## config.mk

```make
export PLATFORM = sky130hd
export DESIGN_NAME = seq_subtractor_32bit
export DESIGN_NICKNAME = d
export VERILOG_FILES = /design/src/rtl/seq_subtractor_32bit.sv
export SDC_FILE = /design/constraint.sdc
export NUM_CORES = 1
export LEC_CHECK = 0
export CAP_MARGIN = 40
export CELL_PAD_IN_SITES_DETAIL_PLACEMENT = 1
export CELL_PAD_IN_SITES_GLOBAL_PLACEMENT = 2
export CORE_MARGIN = 10
export CORE_UTILIZATION = 32
export DETAILED_ROUTE_END_ITERATION = 7
export PLACE_DENSITY = 0.95
export SYNTH_ARGS = -nofsm -noshare
export SYNTH_HDL_FRONTEND = slang
export SYNTH_SLANG_ARGS = --single-unit
export TNS_END_PERCENT = 50
```

## constraint.sdc

```tcl
create_clock -name clk -period 8.4 [get_ports clk]
set_input_delay 2.52 -clock clk [delete_from_list [all_inputs] [get_ports clk]]
set_output_delay 2.52 -clock clk [all_outputs]
set_load 0.02 [all_outputs]
```

## src/rtl/seq_subtractor_32bit.sv

```systemverilog
// Multi-cycle subtractor: diff = in1 - in2 - b_in, one CHUNK-bit slice per
// clock, LSB slice first. The borrow between slices lives in br_q, so the
// result is bit-identical to a single-cycle WIDTH-bit subtract. A start/busy/done
// handshake frames each operation; borrow, overflow and zero flags accompany done.
module seq_subtractor_32bit #(
  parameter int WIDTH = 32,
  parameter int CHUNK = 8
) (
  input  logic             clk,
  input  logic             rst,
  input  logic             start,
  input  logic [WIDTH-1:0] in1,
  input  logic [WIDTH-1:0] in2,
  input  logic             b_in,
  output logic             busy,
  output logic             done,
  output logic [WIDTH-1:0] diff,
  output logic             b_out,
  output logic             overflow,
  output logic             zero
);

  localparam int N     = WIDTH / CHUNK;
  localparam int IDX_W = (N > 1) ? $clog2(N) : 1;
  localparam logic [IDX_W-1:0] LAST_IDX = IDX_W'(N - 1);

  typedef enum logic {
    IDLE = 1'b0,
    RUN  = 1'b1
  } state_t;

  state_t             state_q, state_d;
  logic [IDX_W-1:0]   idx_q,   idx_d;
  logic               br_q,    br_d;
  logic [WIDTH-1:0]   a_q,     a_d;
  logic [WIDTH-1:0]   b_q,     b_d;
  logic [WIDTH-1:0]   diff_q,  diff_d;
  logic               b_out_q, b_out_d;
  logic               ovf_q,   ovf_d;
  logic               zero_q,  zero_d;
  logic               done_q,  done_d;

  // Operand registers viewed as arrays of slices, so the active slice is a
  // plain index by idx_q rather than a variable part-select.
  logic [CHUNK-1:0] a_slice [N];
  logic [CHUNK-1:0] b_slice [N];

  for (genvar gi = 0; gi < N; gi++) begin : g_slice
    assign a_slice[gi] = a_q[gi*CHUNK +: CHUNK];
    assign b_slice[gi] = b_q[gi*CHUNK +: CHUNK];
  end

  // One slice of the subtraction; the extra MSB is the borrow out of the slice.
  logic [CHUNK:0] sub_res;
  assign sub_res = {1'b0, a_slice[idx_q]} - {1'b0, b_slice[idx_q]} - {{CHUNK{1'b0}}, br_q};

  // Next-state logic: accept in IDLE, one slice per cycle in RUN, flags on the last slice.
  always_comb begin
    state_d = state_q;
    idx_d   = idx_q;
    br_d    = br_q;
    a_d     = a_q;
    b_d     = b_q;
    diff_d  = diff_q;
    b_out_d = b_out_q;
    ovf_d   = ovf_q;
    zero_d  = zero_q;
    done_d  = 1'b0;

    case (state_q)
      IDLE: begin
        if (start) begin
          a_d     = in1;
          b_d     = in2;
          br_d    = b_in;
          idx_d   = '0;
          diff_d  = '0;
          b_out_d = 1'b0;
          ovf_d   = 1'b0;
          zero_d  = 1'b0;
          state_d = RUN;
        end
      end

      RUN: begin
        for (int i = 0; i < N; i++) begin
          if (idx_q == IDX_W'(i)) begin
            diff_d[i*CHUNK +: CHUNK] = sub_res[CHUNK-1:0];
          end
        end
        br_d  = sub_res[CHUNK];
        idx_d = idx_q + IDX_W'(1);

        if (idx_q == LAST_IDX) begin
          state_d = IDLE;
          done_d  = 1'b1;
          b_out_d = sub_res[CHUNK];
          // diff_d already carries the final slice, so flags see the complete result.
          ovf_d   = (a_q[WIDTH-1] != b_q[WIDTH-1]) && (diff_d[WIDTH-1] != a_q[WIDTH-1]);
          zero_d  = (diff_d == '0);
        end
      end

      default: state_d = IDLE;
    endcase
  end

  // State and output registers; reset overrides any run in progress.
  always_ff @(posedge clk) begin
    if (rst) begin
      state_q <= IDLE;
      idx_q   <= '0;
      br_q    <= 1'b0;
      a_q     <= '0;
      b_q     <= '0;
      diff_q  <= '0;
      b_out_q <= 1'b0;
      ovf_q   <= 1'b0;
      zero_q  <= 1'b0;
      done_q  <= 1'b0;
    end else begin
      state_q <= state_d;
      idx_q   <= idx_d;
      br_q    <= br_d;
      a_q     <= a_d;
      b_q     <= b_d;
      diff_q  <= diff_d;
      b_out_q <= b_out_d;
      ovf_q   <= ovf_d;
      zero_q  <= zero_d;
      done_q  <= done_d;
    end
  end

  assign busy     = (state_q == RUN);
  assign done     = done_q;
  assign diff     = diff_q;
  assign b_out    = b_out_q;
  assign overflow = ovf_q;
  assign zero     = zero_q;

endmodule

```

==> flow_metrics.py <==
metrics = {
    "outcome": {
        "outcome": "completed",
    },
    "layout": {
        "layout_commonest_cell": "nand2_1",
        "drive_above_1_share": 0.0668,
        "syn2layout_area_growth_pct": 31.1,
        "antennaDiodeCount": 0,
        "final_cell_mix": "nand2_1 (130), dfxtp_1 (104), clkdlybuf4s50_1 (103)",
        "nets": 711,
    },
    "yosys": {
        "synth_area_leaders": "dfxtp_1 (45%), nand2_1 (10%), a21oi_1 (8.0%)",
        "synth_top_cell_area_share": 0.445,
        "netlist_area_sq_mm": 0.00468,
        "synthXorXnorAreaFrac": 0.0110,
        "synth_edf_count": 0,
        "synth_largest_area_cell": "dfxtp_1",
        "synthSimpleGateAreaFrac": 0.186,
        "netlist_instances": 540,
        "synthArstFlopShare": 0,
        "synth.ff_latch_count": 104,
        "synth_seq_area_share": 0.445,
        "synth_top_family_by_area": "simple AND/OR/NAND/NOR gates",
        "synth_compound_area_frac": 0.170,
        "synth_ff_type": "dfxtp_1",
        "synth_cell_types": 47,
        "synth_area_per_cell_sq_um": 8.66,
        "syn-num-nets": 626,
        "synth_fa_ha_area_frac": 0.0514,
        "synthMuxAreaShare": 0.0878,
        "ys_warn_count": 0,
    },
    "clock_network": {
        "htree_num_levels": 3,
        "holdBufCountCts": 0,
        "cts_tree": "built",
        "clockBufferDepth": 2,
        "cts_buffers": 9,
        "cts_resized": 0,
        "clk_pin_slew_worst_paths_ns": 0.07,
        "cts.sink_count": 104,
        "clockRootBuffer": "clkbuf_16",
        "post_cts_buffers": 0,
        "clk-insertion-delay-late_ns": 0.34,
    },
    "pwr": {
        "peakVddDrop_mv": 0.111,
        "power.total_uw": 1210,
        "leakage_uw": 0.00225,
        "p_per_area_mw_per_mm2": 198,
    },
    "global_route": {
        "antenna_found_initial": 0,
        "overflow": 0,
        "first_global_vias": 4569,
        "grt_pass1_wl_um": 23900,
        "grt_max_degree": 68,
        "grt_usage": 0.146,
    },
    "sta": {
        "min_period_ns": 4.25,
        "setup_viol": 0,
        "hold_ws_ns": 0.455,
        "maxSlewViolCount": 0,
        "worstMarginPinSlew_ns": 0.846,
        "hold_viol": 0,
        "finalCritPeriodShare": 0.506,
        "tns_ns": 0,
        "fmax_ghz": 0.235,
        "slew_headroom": 0.432,
        "rsz0062_at_grt": "no",
        "fin_skew_ns": 0.00668,
    },
    "worst_setup_path": {
        "cp.required_ns": 5.88,
        "reg2reg_depth": 10,
        "slowest_delay_ns": 0.72,
        "critical_path_class": "flip-flop to output port",
        "crit_family": "buffers and inverters",
        "start_kind": "flip-flop",
        "worstPathCellList": "clkdlybuf4s50_1",
        "critPathCaptureType": "output port",
        "critPathSlowestCell": "clkdlybuf4s50_1",
        "cp_max_fo": 15,
        "cp_num_buf_inv": 1,
        "cp.depth": 1,
        "crit_arrival_ns": 1.73,
    },
    "floorplan": {
        "fp.dieW_um": 141,
        "io_pins": 105,
        "initial_core_util": 0.324,
        "die_h_um": 141,
        "design.core.area_sq_mm": 0.0144,
        "rows": 44,
        "fp.dieArea_sq_mm": 0.0198,
    },
    "detailed_routing": {
        "ant_nets": 0,
        "drtIter0Drc": 269,
        "first_pass_iters": 4,
        "drt-total-wl_um": 14800,
        "drc": 0,
        "wl_per_cell_um": 18.3,
        "vias": 4171,
        "via_per_inst": 5.13,
    },
    "place": {
        "gp_congestion": 0.816,
        "port_buffers": 104,
        "dpl.hpwl_um": 11100,
    },
    "min_path": {
        "hold_depth": 2,
        "hp-class": "flip-flop to flip-flop",
    },
    "job": {
        "max-cap-violations": 0,
    },
}
## synthesized netlist by cell type (2+ instances only)
cell / count
nand4_1: 3
ha_1: 16
clkbuf_1: 29
a211oi_1: 2
nor3_1: 7
nor2_1: 44
mux2i_1: 2
mux4_2: 11
buf_1: 6
a21o_1: 2
o21bai_1: 2
and2_1: 6
fa_1: 2
nand3b_1: 2
inv_1: 23
nand2_1: 130
a22oi_1: 32
nand2b_1: 4
dfxtp_1: 104
a21oi_1: 75
nor4_1: 4
xnor2_1: 3
o21ai_0: 2
mux4_1: 5
a31o_2: 2
## per-stage QoR
stage / worst slack [ns] / instances / cell area (sq um) / util
global placement: 4.09 / 797 / 5850 / 0.405
global route: 4.10 / 813 / 6130 / 0.425
finish: 4.15 / 813 / 6130 / 0.425
detailed placement: 4.00 / 798 / 5870 / 0.407
CTS: 4.14 / 813 / 6130 / 0.425
floorplan: 4.61 / 540 / 4680 / -
## final timing paths
kind | startpoint | to | slack, ns
max | busy | busy | 4.15
min | b_q[3] | b_q[3] | 0.45
max reg2reg | idx_q[0] | diff[14] | 4.62
min reg2reg | b_q[3] | b_q[3] | 0.45
## power breakdown
group          total (uW)  switching (uW)  internal (uW)
logic                 298             174            124
clock network         380             180            200
registers             536            17.4            519
total                1210             372            842
## area by class of cell
cell class	instances	area, sq um
inverter	23	86.3
timing repair buffer	110	1090
multi-input combinational	377	2370
clock inverter	5	33.8
clock buffer	10	229
tap	184	230
sequential	104	2080
fill	1699	8290
## flip-flops by register name, indices dropped and copies added (netlist names)
signal and cells:
a_q 32, b_out 1, b_q 32, br_q 1, busy 1, diff 32
done 1, idx_q 2, overflow 1, zero 1
## per-layer routing
layer	track usage	up-vias	share of wire
met4	0.0364	0	0.0097
met1	0.173	2028	0.44
li1	-	2026	-
met5	0	-	0
met3	0.0329	13	0.054
met2	0.260	104	0.50
## cells by family (layout without fill, tap and decap cells)
logic type | count (synthesis) | count (layout)
compound gates | 127 | 127
xor+xnor | 5 | 5
fa+ha+maj | 18 | 18
buf+inv | 59 | 148
flops | 104 | 104
mux | 19 | 19
simple gates | 208 | 208
## tightest hold or removal path, cell delays in order (launching register included)
cell and delay, ns:
dfxtp_1 0.31, nand2_1 0.05, a21oi_1 0.05
(Power assumes the default switching activity.)
==> RTL edit: new RTL, same settings <==
Change the parameter `CHUNK` from 8 to 16.
--- a/src/rtl/seq_subtractor_32bit.sv
+++ b/src/rtl/seq_subtractor_32bit.sv
@@ -4,7 +4,7 @@
 // handshake frames each operation; borrow, overflow and zero flags accompany done.
 module seq_subtractor_32bit #(
   parameter int WIDTH = 32,
-  parameter int CHUNK = 8
+  parameter int CHUNK = 16
 ) (
   input  logic             clk,
   input  logic             rst,
Function: changed (a bounded check fails within 4 cycles, from zero or initial values and one cycle with rst high).
==> RTL edit against the unedited design <==
- wire length grew 6.1%
- hold slack improved by 0.00055 ns
- area after synthesis rose by 7.1%
- core utilization rose by 0.63 points
- global-route usage about the same
- first-iteration DRC count shrank 31%
- via count increased by 8.3%
- clock power grew 6.6%
- sequential power is 2% higher
- synthesized cell count increased by 12%
- total power is 15% higher
- sequential cell count down 1
- worst setup slack worse by 0.35 ns
- design area rose by 7.3%
- largest cell class unchanged
==> RTL edit: results (changes against the unedited design) <==
[pwr]
p_comb_mw = 0.443  ; +49%
net-switching-power_mw = 0.4712  ; +27%
p_comb_share_pct = 31.8  ; +7.3 points
clock_net_power_mw = 0.405  ; +6.6%
max-vdd-ir-drop_mv = 0.1020  ; -8.3%
total_leakage_power_nw = 2.536  ; +13%

[synth]
synth_compound_area_share_pct = 15.88  ; -1.1 points
synth-xor-area-share_pct = 1.923  ; +0.83 points
synth.area.mux_share_pct = 7.093  ; -1.7 points
seq_area_frac_synth_pct = 41.16  ; -3.4 points
synthDistinctLibCells = 55  ; +17%
synthTopCellsByArea = dfxtp_1 (41%), nand2_1 (10%), a21oi_1 (7.6%)
yosys.area_share.adder_pct = 7.792  ; +2.7 points
postSynthCellCount = 606  ; +12%
async_reset_ff_share_pct = 0  ; unchanged
synth_seq_cells = 103  ; -0.96%
synth_common_cells = nand2_1 (135), dfxtp_1 (103), a21oi_1 (76)
synth_ff_type = dfxtp_1
synth_fp_nets = 704  ; +12%

[global_route]
grt_pass1_wl_um = 25300  ; +6.0%
grtUsageTotal_pct = 14.63  ; +0.024 points
first_global_vias = 4914  ; +7.6%

[worst_setup_path]
slowest_delay_ns = 0.52  ; -0.20 ns
slowest_stage = or4b_1
path_class = in -> reg
crit_fanout = 3  ; -12
path_delay_family = simple AND/OR/NAND/NOR gates
crit_start = rst
crit_arrival_ns = 4.87  ; +3.14 ns
r2r_start = idx_q$_SDFFE_PP0P_
r2r-end = zero$_SDFFE_PP0P_
worst_r2r_path_depth = 12  ; +2

[final_layout]
drive_gt1_share_pct = 7.725  ; +1.0 points
fillers = 1797  ; +5.8%
buffers = 112  ; +1.8%
clk_share_pct = 4.316  ; +0.030 points
multi_input_cells = 437  ; +16%
seq-cell-share_pct = 31.36  ; -2.6 points
final_cell_count_no_fill = 910  ; +12%
postLayoutCoreUtil_pct = 43.12  ; +0.63 points
final-nonclk-buf-share_pct = 17.38  ; -0.46 points
multiInputGateArea_um2 = 2709  ; +14%

[clocking]
insertion_delay_ns = 0.36  ; +0.02 ns
postCtsSetupBuffers = 0  ; unchanged
clockRootBuffer = clkbuf_16

[place]
dp_worst_setup_slack_ns = 3.475  ; -0.5276 ns
dp.cells = 894  ; +12%
dpl_cell_area_um2 = 6296  ; +7.3%
gp_congestion = 0.7808  ; -4.3%
hpwlAfterDp_um = 12310  ; +10%

[timing]
fin_crit_sh_pct = 54.78  ; +4.2 points
skew_ns = 0.01067  ; +0.003996 ns
max-slew-margin-rel_pct = 46.90  ; +3.7 points

[route]
wirelength_um = 15740  ; +6.1%
vias_per_cell = 4.964  ; -3.2%
drtIter0Drc = 185  ; -31%

[status]
status = completed

==> RTL edit: how the worst min path moves through the flow <==
stage,cells past startpoint,slack [ns],end,from
4_1_cts,2,0.46,b_q[9]$_SDFFE_PP0P_,b_q[9]$_SDFFE_PP0P_
2_1_floorplan,2,0.43,a_q[16]$_SDFFE_PP0P_,a_q[16]$_SDFFE_PP0P_
6_report,2,0.46,b_q[23]$_SDFFE_PP0P_,b_q[23]$_SDFFE_PP0P_
5_1_grt,2,0.48,a_q[6]$_SDFFE_PP0P_,a_q[6]$_SDFFE_PP0P_
3_3_place_gp,2,0.44,a_q[0]$_SDFFE_PP0P_,a_q[0]$_SDFFE_PP0P_
3_5_place_dp,2,0.45,b_q[9]$_SDFFE_PP0P_,b_q[9]$_SDFFE_PP0P_
==> RTL edit: layer usage <==
layer  global-route usage [%]  share of wire [%]  vias up
li1                         -                  -     2247
met1                    16.77                 44     2150
met2                    25.53                 49      100
met3                    3.726                4.9       20
met4                    5.561                2.0        0
met5                        0                  0        -
